[src/rtl/slave_mode_controller.sv]
// ---------------------------------------------------------------------------
// slave_mode_controller
//
// Timer slave-mode controller. It synchronises the selected trigger input,
// detects its edges and drives the counter enable, the counter reinitialise
// pulse and a sticky trigger flag according to the slave mode select.
//
// Ports
//   clk_i       timer kernel clock, all state on the rising edge
//   aresetn_i   asynchronous active-low reset
//   sms_i[2:0]  slave mode: 000 off, 001-011 encoder, 100 reset,
//               101 gated, 110 trigger, 111 external clock 1
//   trgi_i      selected trigger input (level)
//   cen_i       software counter enable (level)
//   opm_i       one-pulse mode enable
//   ovf_i       counter overflow/update pulse
//   tif_clr_i   trigger flag clear pulse
//   cnt_en_o    counter count enable (registered)
//   cnt_rst_o   counter reinitialise pulse (registered, 1 cycle)
//   tif_o       sticky trigger interrupt flag (registered)
//   state_o     FSM state: 00 IDLE, 01 WAIT_TRG, 10 RUN, 11 DONE
//
// Configuration
//   SMC_TRG_SYNC_EN  when defined, a 2-flop synchroniser precedes the trigger
//                    edge detector, adding 2 cycles to every trigger latency.
// ---------------------------------------------------------------------------
module slave_mode_controller (
   input  logic       clk_i,
   input  logic       aresetn_i,
   input  logic [2:0] sms_i,
   input  logic       trgi_i,
   input  logic       cen_i,
   input  logic       opm_i,
   input  logic       ovf_i,
   input  logic       tif_clr_i,
   output logic       cnt_en_o,
   output logic       cnt_rst_o,
   output logic       tif_o,
   output logic [1:0] state_o
);

   typedef enum logic [1:0] {
      ST_IDLE     = 2'b00,
      ST_WAIT_TRG = 2'b01,
      ST_RUN      = 2'b10,
      ST_DONE     = 2'b11
   } state_e;

   localparam logic [2:0] SMS_RESET   = 3'b100;
   localparam logic [2:0] SMS_GATED   = 3'b101;
   localparam logic [2:0] SMS_TRIGGER = 3'b110;
   localparam logic [2:0] SMS_EXTCLK  = 3'b111;

   state_e state_q, state_d;
   logic   trg_src;
   logic   trg_q, trg_qq;
   logic   cnt_en_q, cnt_en_d;
   logic   cnt_rst_q, cnt_rst_d;
   logic   tif_q, tif_d;
   logic   rise, fall, tif_set;

`ifdef SMC_TRG_SYNC_EN
   logic [1:0] sync_q;

   always_ff @(posedge clk_i or negedge aresetn_i) begin
      if (!aresetn_i) begin
         sync_q <= '0;
      end else begin
         sync_q <= {sync_q[0], trgi_i};
      end
   end

   assign trg_src = sync_q[1];
`else
   assign trg_src = trgi_i;
`endif

   // Edge detector; trg_q also serves as the gated-mode level.
   always_ff @(posedge clk_i or negedge aresetn_i) begin
      if (!aresetn_i) begin
         trg_q  <= 1'b0;
         trg_qq <= 1'b0;
      end else begin
         trg_q  <= trg_src;
         trg_qq <= trg_q;
      end
   end

   assign rise = trg_q & ~trg_qq;
   assign fall = ~trg_q & trg_qq;

   always_ff @(posedge clk_i or negedge aresetn_i) begin
      if (!aresetn_i) begin
         state_q   <= ST_IDLE;
         cnt_en_q  <= 1'b0;
         cnt_rst_q <= 1'b0;
         tif_q     <= 1'b0;
      end else begin
         state_q   <= state_d;
         cnt_en_q  <= cnt_en_d;
         cnt_rst_q <= cnt_rst_d;
         tif_q     <= tif_d;
      end
   end

   always_comb begin
      state_d = state_q;
      unique case (state_q)
         ST_IDLE: begin
            if (sms_i == SMS_TRIGGER) begin
               state_d = ST_WAIT_TRG;
            end else if (cen_i) begin
               state_d = ST_RUN;
            end
         end
         ST_WAIT_TRG: begin
            if (rise) begin
               state_d = ST_RUN;
            end else if (sms_i != SMS_TRIGGER) begin
               state_d = ST_IDLE;
            end
         end
         ST_RUN: begin
            if (opm_i && ovf_i) begin
               state_d = ST_DONE;
            end else if (!cen_i && (sms_i != SMS_TRIGGER)) begin
               state_d = ST_IDLE;
            end
         end
         ST_DONE: begin
            if (!cen_i) begin
               state_d = ST_IDLE;
            end
         end
         default: state_d = ST_IDLE;
      endcase
   end

   // The enable is registered from the next state so that it changes in the
   // same cycle as state_o (e.g. drops together with the move to DONE).
   always_comb begin
      cnt_en_d = 1'b0;
      if (state_d == ST_RUN) begin
         unique case (sms_i)
            SMS_GATED:  cnt_en_d = trg_q;
            SMS_EXTCLK: cnt_en_d = rise;
            default:    cnt_en_d = 1'b1;
         endcase
      end
   end

   always_comb begin
      cnt_rst_d = (sms_i == SMS_RESET) && rise;

      tif_set = 1'b0;
      unique case (sms_i)
         SMS_RESET, SMS_TRIGGER, SMS_EXTCLK: tif_set = rise;
         SMS_GATED:                          tif_set = rise | fall;
         default:                            tif_set = 1'b0;
      endcase

      // A set in the same cycle as a clear keeps the flag high.
      tif_d = tif_set | (tif_q & ~tif_clr_i);
   end

   assign cnt_en_o  = cnt_en_q;
   assign cnt_rst_o = cnt_rst_q;
   assign tif_o     = tif_q;
   assign state_o   = state_q;

endmodule

[config.mk]
export PLATFORM = sky130hd
export DESIGN_NAME = slave_mode_controller
export DESIGN_NICKNAME = d
export VERILOG_FILES = /design/src/rtl/slave_mode_controller.sv
export SDC_FILE = /design/constraint.sdc
export NUM_CORES = 1
export LEC_CHECK = 0
export CAP_MARGIN = 20
export CORE_AREA = 2 2 39 41
export DETAILED_ROUTE_END_ITERATION = 7
export DIE_AREA = 0 0 41 43
export GPL_TIMING_DRIVEN = 0
export HOLD_SLACK_MARGIN = 0.06
export SYNTH_ARGS = -nofsm -noshare
export SYNTH_HDL_FRONTEND = slang
export SYNTH_SLANG_ARGS = --single-unit
[constraint.sdc]
create_clock -name clk_i -period 1.68 [get_ports clk_i]
set_input_delay 0.252 -clock clk_i [delete_from_list [all_inputs] [get_ports clk_i]]
set_output_delay 0.252 -clock clk_i [all_outputs]
set_load 0.02 [all_outputs]
[Word-level counts from Yosys, hierarchy flattened]
Index checks and enable logic that the tools add are counted.
Storage, ports and cells
  logic and storage cells: 40
  flip-flop bits (word level): 7
  input port bits: 10
Cells by class
  multiplexer cells: 11
  bitwise logic cells: 8
  eq/ne operators: 9
  reduce and logical (&&, ||, !) cells: 6
Operators by type and width (count)
  $mux W2: 7
  $eq A3 B3 Y1 const B: 4
  $pmux W2 S4: 1
  $eq A2 B2 Y1 const B: 3
  $pmux W1 S2: 2
  $and A1 B1 Y1: 3
  $logic_and A1 B1 Y1: 3
  $ne A3 B3 Y1 const B: 1
  $not A1 Y1: 3
  $reduce_or A3 Y1: 1
  $eq A2 B1 Y1 const B: 1
  $logic_not A2 Y1: 1
  $or A1 B1 Y1: 2
  $logic_not A1 Y1: 1
  $mux W1: 1

[Depth between registers and ports, before layout]
  depth after elaboration: 7
  gate-level depth with buffers: 6
  mapped depth without buffers: 6

[Least setup slack after synthesis]
OpenSTA, ideal clock, no wires.
  kind: register to register
  start point: register trg_q
  end point: register cnt_en_q, in the netlist cnt_en_o
  library setup time: 0.120 ns
  path slack: 0.324 ns
  buffers on the path: 0
  stages on the path, launching flop included: 5
  required time: 1.560 ns
  arrival: 1.237 ns
  period minus slack after synthesis: 1.356 ns
  cells stage by stage: dfrtp_1 ha_1 a21o_1 a221oi_2 and3b_1
Between the ends
  longest elaborated chain between the ends: 5
  elaborated cells between the ends (all ways): 6
  those cells by class: 1 x eq/ne; 4 x mux; 1 x bitwise
Ends and longest elaborated chain
  from (decl): line 56  | logic trg_q, trg_qq;
  from (signal assigned): line 84  | trg_q <= trg_src;
  $and A1 B1 Y1: line 89  | assign rise = trg_q & ~trg_qq;
  $mux W2: line 117  | if (rise) begin
  $pmux W2 S4: line 108  | unique case (state_q)
  via state_d[0]: line 54  | state_e state_q, state_d;
  $eq A2 B2 Y1: line 143  | if (state_d == ST_RUN) begin
  $mux W1: line 143
  via cnt_en_d: line 57  | logic cnt_en_q, cnt_en_d;
  to (signal assigned): line 100  | cnt_en_q <= cnt_en_d;
  to (decl): line 57
The timed path passes the listed nets, and every way through them passes these cells.

[Final worst setup path]
  start point: register state_q[0], in the netlist state_o[0]
  end point: output port state_o[0]
RTL lines
  from (decl): line 54
  from (signal assigned): line 99  | state_q <= state_d;
  to (decl): line 39  | output logic [1:0] state_o
No word-level cell between the ends.

==> run_summary.xml <==
<?xml version="1.0" encoding="UTF-8"?>
<metrics>
  <group name="status">
    <metric name="status" unit="">finished clean</metric>
  </group>
  <group name="timing">
    <metric name="fin_ws" unit="ns">0.1407</metric>
    <metric name="finalCriticalPeriod" unit="ns">1.539</metric>
    <metric name="grt_setup_unrepaired" unit="">no</metric>
    <metric name="period_share" unit="%">91.63</metric>
    <metric name="setup-tns-final" unit="ns">0</metric>
    <metric name="relSlewSlack" unit="%">78.74</metric>
    <metric name="final-max-slew-violation-count" unit="">0</metric>
    <metric name="worstMarginPinSlew" unit="ns">0.3145</metric>
    <metric name="final-setup-viol-count" unit="">0</metric>
    <metric name="clock_skew" unit="ns">0.004985</metric>
    <metric name="whs" unit="ns">0.2630</metric>
    <metric name="finalHoldViolCount" unit="">0</metric>
    <metric name="fmax" unit="MHz">649.6</metric>
  </group>
  <group name="clock_tree">
    <metric name="cts_tree" unit="">done</metric>
    <metric name="cts.repair.resized" unit="">0</metric>
    <metric name="cts.hold.buffers_added" unit="">0</metric>
    <metric name="cts.sinks" unit="">7</metric>
    <metric name="root_buffer" unit="">sky130_fd_sc_hd__clkbuf_4</metric>
    <metric name="cts_made_buffers" unit="">3</metric>
    <metric name="clock_path_buffers" unit="">2</metric>
    <metric name="cts.repair_timing.setup_buffer_count" unit="">0</metric>
    <metric name="htree_levels" unit="">1</metric>
    <metric name="cts.clk_slew.worst_paths" unit="ns">0.05</metric>
    <metric name="insertion_delay" unit="ns">0.24</metric>
  </group>
  <group name="floorplan">
    <metric name="floorplan.die.width" unit="microns">41</metric>
    <metric name="design.die.area" unit="sq um">1763</metric>
    <metric name="fp-row-count" unit="">14</metric>
    <metric name="floorplan.initialDensity" unit="%">25.05</metric>
    <metric name="io_pins" unit="">15</metric>
    <metric name="dieHeight" unit="microns">43</metric>
    <metric name="fp.coreArea" unit="sq um">1384</metric>
  </group>
  <group name="synth">
    <metric name="synthDistinctLibCells" unit="">19</metric>
    <metric name="yosys.cell_count.top_type" unit="">sky130_fd_sc_hd__dfrtp_1</metric>
    <metric name="syn-num-nets" unit="">42</metric>
    <metric name="syn_inst" unit="">31</metric>
    <metric name="netlist_area" unit="sq um">346.6</metric>
    <metric name="synthTopCellsByCount" unit="">sky130_fd_sc_hd__dfrtp_1, sky130_fd_sc_hd__inv_1, sky130_fd_sc_hd__a21oi_1, sky130_fd_sc_hd__mux2i_1, sky130_fd_sc_hd__nand2_1</metric>
    <metric name="ys.flop_type" unit="">sky130_fd_sc_hd__dfrtp_1</metric>
    <metric name="post_synth.cell_area_avg" unit="sq um">11.18</metric>
    <metric name="post-synth-top-area-cell" unit="">sky130_fd_sc_hd__dfrtp_1</metric>
    <metric name="synthArstFlopShare" unit="%">100.0</metric>
    <metric name="synth_edf_count" unit="">0</metric>
    <metric name="synth_top_cell_area_share" unit="%">50.54</metric>
    <metric name="synthTopCellsByArea" unit="">sky130_fd_sc_hd__dfrtp_1, sky130_fd_sc_hd__mux2i_1, sky130_fd_sc_hd__a221oi_2</metric>
    <metric name="ys_warn_count" unit="">0</metric>
    <metric name="register_bit_count_reported_by_yosys" unit="">7</metric>
    <metric name="synth_seq_area_share" unit="%">50.54</metric>
  </group>
  <group name="global_route">
    <metric name="number_of_global_route_vias_before_repair" unit="">238</metric>
    <metric name="grt_antenna_before_repair" unit="">0</metric>
    <metric name="largest_net_degree_at_the_start_of_global_routing" unit="">8</metric>
    <metric name="wire_length_of_the_first_global_routing_pass" unit="microns">869</metric>
    <metric name="groute.usage.overall" unit="%">7.692</metric>
    <metric name="gr-total-overflow" unit="">0</metric>
  </group>
  <group name="placement">
    <metric name="place.detailed.instances" unit="">61</metric>
    <metric name="detailedPlace.worstSlack" unit="ns">0.06813</metric>
    <metric name="detailedPlacementHpwl" unit="microns">540.2</metric>
    <metric name="global_placer_s_final_weighted_congestion" unit="">0.6514</metric>
    <metric name="detailed_place.area" unit="sq um">506.7</metric>
    <metric name="io_buffer_count" unit="">14</metric>
  </group>
  <group name="critical_path">
    <metric name="worstPathCellList" unit="">clkdlybuf4s50_1</metric>
    <metric name="worstSetupStartpointType" unit="">flip-flop</metric>
    <metric name="critPathSlowestCell" unit="">sky130_fd_sc_hd__clkdlybuf4s50_1</metric>
    <metric name="crit_required" unit="ns">1.43</metric>
    <metric name="path_buf_inv" unit="">1</metric>
    <metric name="cpPeakStageDelay" unit="ns">0.63</metric>
    <metric name="timing.critical_path.fanout_max" unit="">5</metric>
    <metric name="path_class" unit="">flip-flop to output pin</metric>
    <metric name="arrival" unit="ns">1.29</metric>
    <metric name="critical_path.top_delay_family" unit="">buffers and inverters</metric>
    <metric name="cp-end-kind" unit="">output pin</metric>
  </group>
  <group name="finish">
    <metric name="final_layout_size_suffix_gt1_share" unit="%">12.24</metric>
    <metric name="diodes" unit="">0</metric>
    <metric name="final_core_utilization" unit="%">38.52</metric>
    <metric name="finish.net_count" unit="">61</metric>
    <metric name="layout.cell_area.non_filler" unit="sq um">533.0</metric>
    <metric name="fin_cells" unit="">65</metric>
    <metric name="syn2layout_area_growth" unit="%">53.79</metric>
  </group>
  <group name="route">
    <metric name="route.detailed.vias_per_inst" unit="">4.277</metric>
    <metric name="vias" unit="">278</metric>
    <metric name="drt-pass1-iter-count" unit="">1</metric>
    <metric name="antenna_left" unit="">0</metric>
    <metric name="drt-initial-drc-count" unit="">0</metric>
    <metric name="postRouteWirelength" unit="microns">636</metric>
    <metric name="routedWlPerCell" unit="microns">9.785</metric>
    <metric name="drc_errors" unit="">0</metric>
  </group>
  <group name="job">
    <metric name="drv_cap" unit="">0</metric>
  </group>
  <group name="power_and_ir_drop">
    <metric name="static_leakage" unit="nW">0.2460</metric>
    <metric name="powerDensity" unit="nW/um^2">1285</metric>
    <metric name="vdd.ir_drop.worst" unit="V">0.0005850</metric>
    <metric name="total_power" unit="uW">684.9</metric>
  </group>
  <group name="worst_hold_path">
    <metric name="path_type_of_the_worst_min_delay_path" unit="">input port to async pin</metric>
  </group>
</metrics>
==> logic make-up (layout without fill, tap and decap cells) <==
kind of cell / count (synthesis) / after routing / share of synthesized area, %
flip-flops: 7 / 7 / 50.54
AND/OR/NAND/NOR: 10 / 10 / 20.22
buffers and inverters: 4 / 22 / 4.331
AO/OA/AOI/OAI: 7 / 7 / 15.52
adder cells (fa/ha/maj): 1 / 1 / 3.610
multiplexers: 2 / 2 / 5.776
==> state kept, by name, summed over array words and instances (netlist names) <==
signal / cells
state_o: 2
cnt_en_o: 1
cnt_rst_o: 1
tif_o: 1
trg_q: 1
trg_qq: 1
==> area by class of cell <==
| class | count | area (sq um) |
|---|---|---|
| multi-input cells | 20 | 156.4 |
| well taps | 16 | 20.02 |
| fillers | 147 | 850.8 |
| repair buffers | 14 | 140.1 |
| flip-flops and latches | 7 | 175.2 |
| clock buffers | 4 | 26.28 |
| inverters | 4 | 15.01 |
==> where the power goes <==
part,switching (mW),internal (mW)
Combinational,0.131,0.162
Clock,0.0525,0.0900
Sequential,0.0395,0.210
==> cell usage in the layout (no fill, tap or decap), types with 2 or more instances in the layout <==
master,instances
sky130_fd_sc_hd__a21oi_1,2
sky130_fd_sc_hd__clkbuf_4,3
sky130_fd_sc_hd__clkdlybuf4s50_1,14
sky130_fd_sc_hd__dfrtp_1,7
sky130_fd_sc_hd__inv_1,4
sky130_fd_sc_hd__mux2i_1,2
sky130_fd_sc_hd__nand2_1,2
==> final timing paths <==
check                      cells after the start          to  slack, ns       start
min in group clk_i                             0      trg_qq       0.41       trg_q
setup reg to reg                               4    cnt_en_o       0.23       trg_q
hold reg to reg                                0      trg_qq       0.41       trg_q
hold / removal                                 1  state_o[0]       0.26   aresetn_i
max in group asynchronous                      1       tif_o       1.18   aresetn_i
setup / recovery                               1  state_o[0]       0.14  state_o[0]
==> layer usage <==
metal	share of wire (%)	wire length (microns)	GRT usage, %	vias to the layer above
met4	0	0	6.000	0
met3	2.7	17	3.141	0
met2	48	306	9.688	5
met1	49	313	9.901	128
met5	0	0	0	-
li1	-	-	-	145
Note: power is estimated with default switching activity, not from simulation.
